File: src/rtl/hazard_controller.sv
// Hazard controller for a 5-stage pipeline: load-use stalls, taken-branch
// squashes and HALT draining, with optional statistics counters.
// Optional feature macro: HAZARD_STATS_EN (stall/flush counters built when defined).
module hazard_controller #(
  parameter int unsigned CNT_WIDTH    = 32,
  parameter int unsigned DRAIN_CYCLES = 3
) (
  input  logic                 clk,
  input  logic                 reset,
  input  logic                 start,
  input  logic                 idValid,
  input  logic [4:0]           idRs,
  input  logic [4:0]           idRt,
  input  logic                 idUsesRt,
  input  logic                 idHalt,
  input  logic                 exMemRead,
  input  logic [4:0]           exRt,
  input  logic                 branchTaken,
  output logic                 pcWrite,
  output logic                 ifIdWrite,
  output logic                 ifIdFlush,
  output logic                 idExFlush,
  output logic                 halted,
  output logic [1:0]           state,
  output logic [CNT_WIDTH-1:0] stallCount,
  output logic [CNT_WIDTH-1:0] flushCount
);

  typedef enum logic [1:0] {
    IDLE   = 2'd0,
    RUN    = 2'd1,
    DRAIN  = 2'd2,
    HALTED = 2'd3
  } state_t;

  // Counter only ever holds DRAIN_CYCLES-1 down to 0.
  localparam int unsigned DRAIN_W = (DRAIN_CYCLES > 2) ? $clog2(DRAIN_CYCLES) : 1;
  localparam logic [DRAIN_W-1:0] DRAIN_LOAD = DRAIN_W'(DRAIN_CYCLES - 1);

  state_t             cur_state, nxt_state;
  logic [DRAIN_W-1:0] drain_cnt, drain_nxt;
  logic               load_use;
  logic               halt_accept;

  // Load in EX writes a register the ID instruction reads.
  always_comb begin
    load_use = idValid & exMemRead & (exRt != 5'd0) &
               ((exRt == idRs) | (idUsesRt & (exRt == idRt)));
  end

  // HALT is accepted only when neither a branch squash nor a stall wins.
  always_comb begin
    halt_accept = (cur_state == RUN) & ~branchTaken & ~load_use & idHalt & idValid;
  end

  // Pipeline control outputs; reset forces everything quiet in the same cycle.
  always_comb begin
    pcWrite   = 1'b0;
    ifIdWrite = 1'b0;
    ifIdFlush = 1'b0;
    idExFlush = 1'b0;
    halted    = 1'b0;
    if (!reset) begin
      case (cur_state)
        RUN: begin
          pcWrite   = 1'b1;
          ifIdWrite = 1'b1;
          if (branchTaken) begin
            ifIdFlush = 1'b1;
            idExFlush = 1'b1;
          end else if (load_use) begin
            pcWrite   = 1'b0;
            ifIdWrite = 1'b0;
            idExFlush = 1'b1;
          end else if (idHalt && idValid) begin
            pcWrite   = 1'b0;
            ifIdFlush = 1'b1;
          end
        end
        DRAIN: begin
          ifIdFlush = 1'b1;
          idExFlush = 1'b1;
        end
        HALTED:  halted = 1'b1;
        default: ;
      endcase
    end
  end

  // Next state and drain counter.
  always_comb begin
    nxt_state = cur_state;
    drain_nxt = drain_cnt;
    case (cur_state)
      IDLE: if (start) nxt_state = RUN;
      RUN: begin
        if (halt_accept) begin
          nxt_state = DRAIN;
          drain_nxt = DRAIN_LOAD;
        end
      end
      DRAIN: begin
        if (drain_cnt == '0) nxt_state = HALTED;
        else                 drain_nxt = drain_cnt - DRAIN_W'(1);
      end
      default: ;
    endcase
  end

  // State and drain counter registers.
  always_ff @(posedge clk) begin
    if (reset) begin
      cur_state <= IDLE;
      drain_cnt <= '0;
    end else begin
      cur_state <= nxt_state;
      drain_cnt <= drain_nxt;
    end
  end

  assign state = cur_state;

`ifdef HAZARD_STATS_EN
  logic                 stall_cycle;
  logic                 flush_cycle;
  logic [CNT_WIDTH-1:0] stall_q, flush_q;

  // Qualify statistics events: branch squash outranks a load-use stall.
  always_comb begin
    stall_cycle = (cur_state == RUN) & load_use & ~branchTaken;
    flush_cycle = (cur_state == RUN) & branchTaken;
  end

  // Saturating event counters.
  always_ff @(posedge clk) begin
    if (reset) begin
      stall_q <= '0;
      flush_q <= '0;
    end else begin
      if (stall_cycle && (stall_q != '1)) stall_q <= stall_q + CNT_WIDTH'(1);
      if (flush_cycle && (flush_q != '1)) flush_q <= flush_q + CNT_WIDTH'(1);
    end
  end

  assign stallCount = stall_q;
  assign flushCount = flush_q;
`else
  assign stallCount = '0;
  assign flushCount = '0;
`endif

endmodule

File: config.mk
export PLATFORM = sky130hd
export DESIGN_NAME = hazard_controller
export DESIGN_NICKNAME = d
export VERILOG_FILES = /design/src/rtl/hazard_controller.sv
export SDC_FILE = /design/constraint.sdc
export NUM_CORES = 1
export LEC_CHECK = 0
export BUFFER_PORTS_ARGS = -buffer_cell sky130_fd_sc_hd__buf_2
export CORE_MARGIN = 5
export CORE_UTILIZATION = 31
export CTS_CLUSTER_DIAMETER = 30
export DETAILED_ROUTE_END_ITERATION = 8
export GPL_TIMING_DRIVEN = 0
export PLACE_DENSITY = 0.67
export SETUP_SLACK_MARGIN = 0.05
export SLEW_MARGIN = 20
export SYNTH_ARGS = -nofsm -noshare
export SYNTH_HDL_FRONTEND = slang
export SYNTH_SLANG_ARGS = --single-unit
File: constraint.sdc
create_clock -name clk -period 2.4 [get_ports clk]
set_input_delay 0.12 -clock clk [delete_from_list [all_inputs] [get_ports clk]]
set_output_delay 0.12 -clock clk [all_outputs]
set_load 0.01 [all_outputs]
Word-level counts from Yosys, hierarchy flattened
Index checks and enable logic that the tools add are counted.
- bits in registers: 4
- input bits: 23
- output and inout port bits: 71
- logic and storage cells: 57
- add/sub/neg operators: 1
- eq/ne operators: 9
- multiplexer cells: 26
- bitwise gates (word level): 11
- reductions and logical operators: 8
- operator list (operator ; count):
    two-way mux 1 bit ; 18
    equality test 5 bit ; 2
    AND 1 bit ; 8
    two-way mux 2 bit ; 4
    != test 2 bit (second input constant) ; 4
    one-hot mux 2 bit (3 select lines) ; 1
    nonzero test 5 bit ; 1
    equality test 2 bit (second input constant) ; 2
    zero test 2 bit ; 2
    one-hot mux 1 bit (2 select lines) ; 2
    one-hot mux 2 bit (2 select lines) ; 1
    AND reduction 4 bit ; 1
    AND reduction 3 bit ; 1
    nonzero test 3 bit ; 1
    equality test 2 x 1 -> 1 bit (second input constant) ; 1
    NOT 1 bit ; 2
    nonzero test 2 bit ; 1
    subtractor 2 x 1 -> 2 bit (second input constant) ; 1
    logical AND 1 bit ; 1
    bitwise OR 1 bit ; 1

Depth between registers and ports, before layout
Gate-level depths: netlist of the first run.
- depth in word-level cells: 10
- gate-level depth with buffers: 7
- depth with buffers taken out: 7

Worst setup path before layout of the first run
Ideal clock, no wire load.
- kind: flip-flop to flip-flop
- start point: register cur_state[0], in the netlist state[0]
- end point: register cur_state[0], in the netlist state[0]
- library setup time: 0.082 ns
- data arrival time: 1.656 ns
- data required time: 2.318 ns
- path slack: 0.661 ns
- stages on the path, launching flop included: 8
- path buffers: 0
- clock period less this slack: 1.739 ns
- path through: dfxtp_1 inv_1 ha_1 nand2b_1 o311ai_1 or3_1 a21o_1 o221ai_1
- longest elaborated chain between the ends: 7
- elaborated cells on any way between the ends: 13
- classes of those cells: eq/ne (5); mux (1); bitwise (4); reduce/logical (3)
- RTL lines (what ; line ; text):
    start, declared ; 40 ; state_t cur_state, nxt_state;
    start signal, assigned ; 116 ; cur_state <= nxt_state;
    equality test 2 x 1 -> 1 bit ; 53, 94 ;
    AND 1 bit (4 in a row) ; 53 ; halt_accept = (cur_state == RUN) & ~branchTaken & ~load_use & idHalt & idValid;
    != test 2 bit (no source line) ; n/a ;
    AND reduction 4 bit (no source line) ; n/a ;
Parallel ways exist; a longest one is shown, timed or not.
A chain may end at the register's enable or synchronous reset.

Worst setup path after layout of the first run
- start point: register cur_state[1], in the netlist state[1]
- end point: output pcWrite
- longest elaborated chain between the ends: 3
- RTL lines (what ; line ; text):
    equality test 2 x 1 -> 1 bit ; 64 ; case (cur_state)
    two-way mux 1 bit ; 64 ;
    two-way mux 1 bit ; 63 ; if (!reset) begin
    end, declared ; 19 ; output logic pcWrite,
Every way passes these cells.

==> qor.yml, run 1 <==
outcome: "completed"
nFillCells: 336
synth_top_area_share_pct: 43.9
ys_top_cells_by_area: "buf_4 44%, dfxtp_1 7.3%, xor2_1 7.2%"
ys_top_cells_by_count: "64 x buf_4, 9 x xor2_1, 6 x ha_1, 6 x inv_1, 5 x nor2_1"
drv.max_cap_violation_count: 0
dpl_cell_area_um2: 1530
ys_seq_area_share_pct: 7.32
first_pass_iters: 4
coreArea_um2: 3360
final_cell_area_um2: 1550
yosysUniqueCellTypes: 38
ys.flop_type: "dfxtp_1"
cp_common_cell: "inv_1"
cpMaxStageDelayCell: "nor2_1"
endpoint_kind: "output pin"
synth_area_um2: 1090
cts.htree.levels: 1
crit_chain: "inv_1 > ha_1 > inv_1 > nor2_1 > o311a_2 > buf_2"
die_h_um: 69.4
num_antenna_cells: 0
fin_tns_setup_ps: 0
worstMarginPinSlew_ps: 520
multi_input_area_um2: 732
post-cts-setup-buffers: 0
grt-ovfl-total: 0
syn_to_final_growth_pct: 41.8
skew_ps: 0.734
gp_congestion: 0.819
drive_gt1_share_pct: 42.8
critPathLaunchType: "flip-flop"
synth-seq-cells: 4
ant_nets: 0
max-vdd-ir-drop_v: 0.000195
slew_headroom_pct: 64.8
finalMaxSlewViolations: 0
synth.largest_area_cell: "buf_4"
initial_utilization_pct: 32.5
antenna_found_initial: 0
hold_viol: 0
finalCritPeriodShare_pct: 81.5
cts.clk_slew.worst_paths_ps: 40
syn_area_per_cell_um2: 7.70
core.rowCount: 21
dieWidth_um: 69.4
clkLatencyLatePin_ps: 230
via_count: 995
grt_pass1_wl_um: 3940
cp.arrival_ps: 1840
drc: 0
synth_edf_count: 0
first_iter_violations: 11
cts_tree: "done"
hpwl_um: 2070
yosysWarnings: 0
worst-setup-path-type: "reg2out"
synthCells: 142
cts_sinks: 4
hp-class: "in2reg"
fin_nets: 267
grt_max_degree: 11
grt_pass1_vias: 905
cp.required_ps: 2280
avgRoutedWirePerCell_um: 8.20
postCtsResizedCells: 0
critPathMaxFanout: 7
seqCellArea_um2: 80.1
grt_use_total_pct: 9.23
cpPeakStageDelay_ps: 360
viasPerCell: 3.53
clockBufferDepth: 2
setup_viol: 0
rsz0062_at_grt: "no"
cts_hold_buf: 0
pin_count: 94
floorplan.die_area_um2: 4820
power_density_nw_per_um2: 409
finalWirelength_um: 2310
cts_buffers: 3
power_leakage_nw: 0.916
synth-async-reset-ratio_pct: 0
port_buffers: 28
fmax_mhz: 511
yosysMostFrequentCell: "buf_4"
cts-root-buf: "clkbuf_4"
min_period_ps: 1960
layer usage:
| metal | vias up | GRT usage, % | share of wire [%] |
|---|---|---|---|
| li1 | 538 | - | - |
| met1 | 395 | 11.3 | 43 |
| met2 | 62 | 14.5 | 46 |
| met3 | 0 | 4.20 | 11 |
| met4 | 0 | 2.39 | 0 |
| met5 | - | 0 | 0 |
area by class of cell:
| cell class | count | area share, % |
|---|---|---|
| clock buffers | 3 | 1.45 |
| plain buffers | 66 | 32.0 |
| flip-flops and latches | 4 | 5.17 |
| inverters | 6 | 1.45 |
| repair buffers | 28 | 9.04 |
| multi-input cells | 129 | 47.2 |
| well taps | 46 | 3.71 |
critical path, delay by kind of cell, from the launching register on:
kind,cells,cell delay (ps)
adders and majority gates,1,280
and+or+nand+nor,1,360
AOI/OAI and AO/OA,1,250
buffers and inverters,3,370
DFF,1,350
state kept, by name, indices dropped and copies added (netlist names):
register	count
drain_cnt	2
state	2
worst paths after layout:
kind	startpoint	depth (start not counted)	slack (ps)	end
worst min-delay path	exMemRead	4	320	drain_cnt[0]
worst min register to register	drain_cnt[0]	2	520	drain_cnt[0]
worst max-delay path	state[1]	6	440	pcWrite
worst max register to register	state[0]	7	500	state[1]
where the power goes:
part	leakage [nW]	switching, W	internal, W
Clock	0.0138	0.0000248	0.0000557
Combinational	0.869	0.000235	0.000209
Sequential	0.0326	0.0000254	0.0000838
cell families (layout without fill, tap and decap cells):
| family | Yosys count | after routing | synth area share, % |
|---|---|---|---|
| compound gates | 24 | 24 | 16.9 |
| xor+xnor | 10 | 10 | 8.01 |
| fa+ha+maj | 6 | 6 | 6.86 |
| buf+inv | 72 | 103 | 47.4 |
| flops | 4 | 4 | 7.32 |
| mux | 1 | 1 | 0.915 |
| other cells | 1 | 64 | 0.343 |
| simple gates | 24 | 24 | 12.2 |
cells in the final DEF, fill, tap and decap left out, types with 4 or more instances in the layout:
cell type  netlist  final
conb_1           1     64
nand2_1          4      4
buf_2            0     28
buf_4           64     64
inv_1            6      6
o21ai_0          4      4
nor2_1           5      5
dfxtp_1          4      4
ha_1             6      6
xor2_1           9      9
per-stage QoR:
step	hold WS (ps)	worst slack [ps]	total power [W]	utilization (%)	cells
floorplan	379	661	0.000452	-	205
global placement	518	531	0.000545	45.4	279
detailed placement	519	516	0.000547	45.4	279
CTS	316	445	0.000633	46.1	282
global route	339	294	0.000712	46.1	282
finish	316	444	0.000634	46.1	282
(Power assumes the default switching activity.)
==> run 2: changes to the inputs <==
--- a/config.mk
+++ b/config.mk
@@ -11,7 +11,7 @@
 export CTS_CLUSTER_DIAMETER = 30
 export DETAILED_ROUTE_END_ITERATION = 8
 export GPL_TIMING_DRIVEN = 0
-export PLACE_DENSITY = 0.67
+export PLACE_DENSITY = 0.7
 export SETUP_SLACK_MARGIN = 0.05
 export SLEW_MARGIN = 20
 export SYNTH_ARGS = -nofsm -noshare
==> constraint.sdc (replaced) <==
create_clock -name clk -period 1.7 [get_ports clk]
set_input_delay 0.085 -clock clk [delete_from_list [all_inputs] [get_ports clk]]
set_output_delay 0.085 -clock clk [all_outputs]
set_load 0.01 [all_outputs]
==> run 2 against run 1 <==
  * Power up 75%
  * Global-route usage up 0.74 points
  * Register-to-register slack worse by 380 ps
  * Critical path type unchanged
  * First-iteration DRC count rose to 4.6 times the previous value
  * Sequential share of layout area down 0.18 points
  * Critical endpoint is now idExFlush
  * Largest power group unchanged
==> qor.yml, run 2 (same netlist as run 1, synthesis figures left out) <==
avgRoutedWirePerCell_um: 9.06  # was 8.20 um
first_pass_iters: 6  # was 4
grt_pass1_wl_um: 4200  # was 3940 um
endpoint_kind: "output pin"  # unchanged
ant_nets: 0  # unchanged
floorplan.die_area_um2: 4820  # unchanged
first_iter_violations: 51  # was 11
min_period_ps: 1630
final_common_cell: "buf_4"
cts.htree.levels: 1  # unchanged
grt_max_degree: 11  # unchanged
final-instance-count-excl-fill: 292  # was 282
clockBufferDepth: 2  # unchanged
clkLatencyLatePin_ps: 230  # about the same
rsz0062_at_grt: "yes"  # was no
cts-root-buf: "clkbuf_4"  # unchanged
drv.max_cap_violation_count: 0  # unchanged
cp.required_ps: 1620  # was 2280 ps
cts.clk_slew.worst_paths_ps: 40  # about the same
hpwl_um: 2130  # was 2070 um
initial_utilization_pct: 32.5  # unchanged
finalMaxSlewViolations: 0  # unchanged
outcome: "completed"  # unchanged
via_count: 1077  # was 995
skew_ps: 2.43  # was 0.734 ps
viasPerCell: 3.69  # was 3.53
hold_start: "exMemRead"  # unchanged
cts_tree: "done"  # unchanged
layout_setup_ws_ps: 69.4  # was 444 ps
setup_viol: 0  # unchanged
critPathMaxFanout: 8  # was 7
max-vdd-ir-drop_v: 0.000459  # was 0.000195 V
grt_use_total_pct: 9.97  # was 9.23%
drive_gt1_share_pct: 52.0  # was 42.8%
port_buffers: 28  # unchanged
syn_to_final_growth_pct: 60.5  # was 41.8%
fin_nets: 277  # was 267
timing.critical_path.from: "state[0]"  # was state[1]
worst-setup-path-type: "reg2out"  # unchanged
die_h_um: 69.4  # unchanged
final_cell_mix: "74 x buf_4, 64 x conb_1, 24 x buf_2, 8 x xor2_1, 5 x buf_6"  # was 64 x buf_4, 64 x conb_1, 28 x buf_2, 9 x xor2_1
grt-ovfl-total: 0  # unchanged
dieWidth_um: 69.4  # unchanged
drc: 0  # unchanged
dp.cells: 279  # unchanged
timing.rr.start: "drain_cnt[0]"  # was state[0]
hold_viol: 0  # unchanged
cts_buffers: 3  # unchanged
finalCritPeriodShare_pct: 95.9
cts_sinks: 4  # unchanged
pin_count: 94  # unchanged
coreArea_um2: 3360  # unchanged
num_antenna_cells: 0  # unchanged
power_density_nw_per_um2: 631  # was 409 nW/um2
dpl_worst_slack_ps: -86.0  # was 516 ps
power_leakage_nw: 0.987  # was 0.916 nW
hp-class: "in2reg"  # unchanged
core.rowCount: 21  # unchanged
grt_pass1_vias: 990  # was 905
antenna_found_initial: 0  # unchanged
fmax_mhz: 613
cp.arrival_ps: 1550  # was 1840 ps
finalWirelength_um: 2650  # was 2310 um
gp_congestion: 0.844  # was 0.819
critPathLaunchType: "flip-flop"  # unchanged
-- run 2: cell types whose count changed in the layout (fill, tap and decap cells not counted), sizes merged --
cell,change
buf,+10
-- run 2: repair_timing --
action | 4_1_cts | 5_1_grt
resized for setup | 18 | 10
pin swaps | 2 | 7
setup buffers | 5 | 5
setup endpoints to repair | 7 | 5
hold buffers | 0 | 0
-- run 2: path summary, 6_finish.rpt --
check	slack (ps)	cells after the start	to
max	70	6	idExFlush
max reg2reg	120	7	state[1]
min	360	5	drain_cnt[0]
min reg2reg	520	2	drain_cnt[0]
-- run 2: critical path: stages, from the launching register on --
cell	delay, ps
dfxtp_4	340
inv_2	100
ha_4	190
nor2_1	50
or3_4	390
a21oi_2	100
buf_2	140
-- run 2: metrics by stage --
step | setup TNS [ps] | util [%] | hold WS [ps] | power [W] | instance area (um2)
after floorplan | 0 | - | 317 | 0.000643 | 1330
after global placement | -207 | 45.5 | 513 | 0.000775 | 1530
after detailed placement | -210 | 45.5 | 519 | 0.000778 | 1530
after CTS | 0 | 49.7 | 279 | 0.00108 | 1670
after global routing | -13.4 | 52.2 | 386 | 0.00123 | 1760
final | 0 | 52.2 | 365 | 0.00111 | 1760
-- run 2: layout make-up --
type,count,area (um2)
Buffer,66,495
Clock buffer,3,22.5
Fill cell,336,1610
Inverter,6,25.0
Multi-Input combinational cell,129,827
Sequential cell,4,87.6
Tap cell,46,57.6
Timing Repair Buffer,38,240
-- run 2: power by group --
part           switching, W  internal [W]  total, W
sequential        0.0000377      0.000130  0.000168
combinational      0.000412      0.000411  0.000823
clock             0.0000384     0.0000789  0.000117
total              0.000488      0.000620   0.00111
-- run 2: metal layers --
| metal | wire length, um | global-route usage, % | up-vias |
|---|---|---|---|
| li1 | - | - | 559 |
| met1 | 1020 | 11.7 | 442 |
| met2 | 1260 | 16.2 | 74 |
| met3 | 343 | 5.22 | 2 |
| met4 | 17 | 1.95 | 0 |
| met5 | 0 | 0 | - |
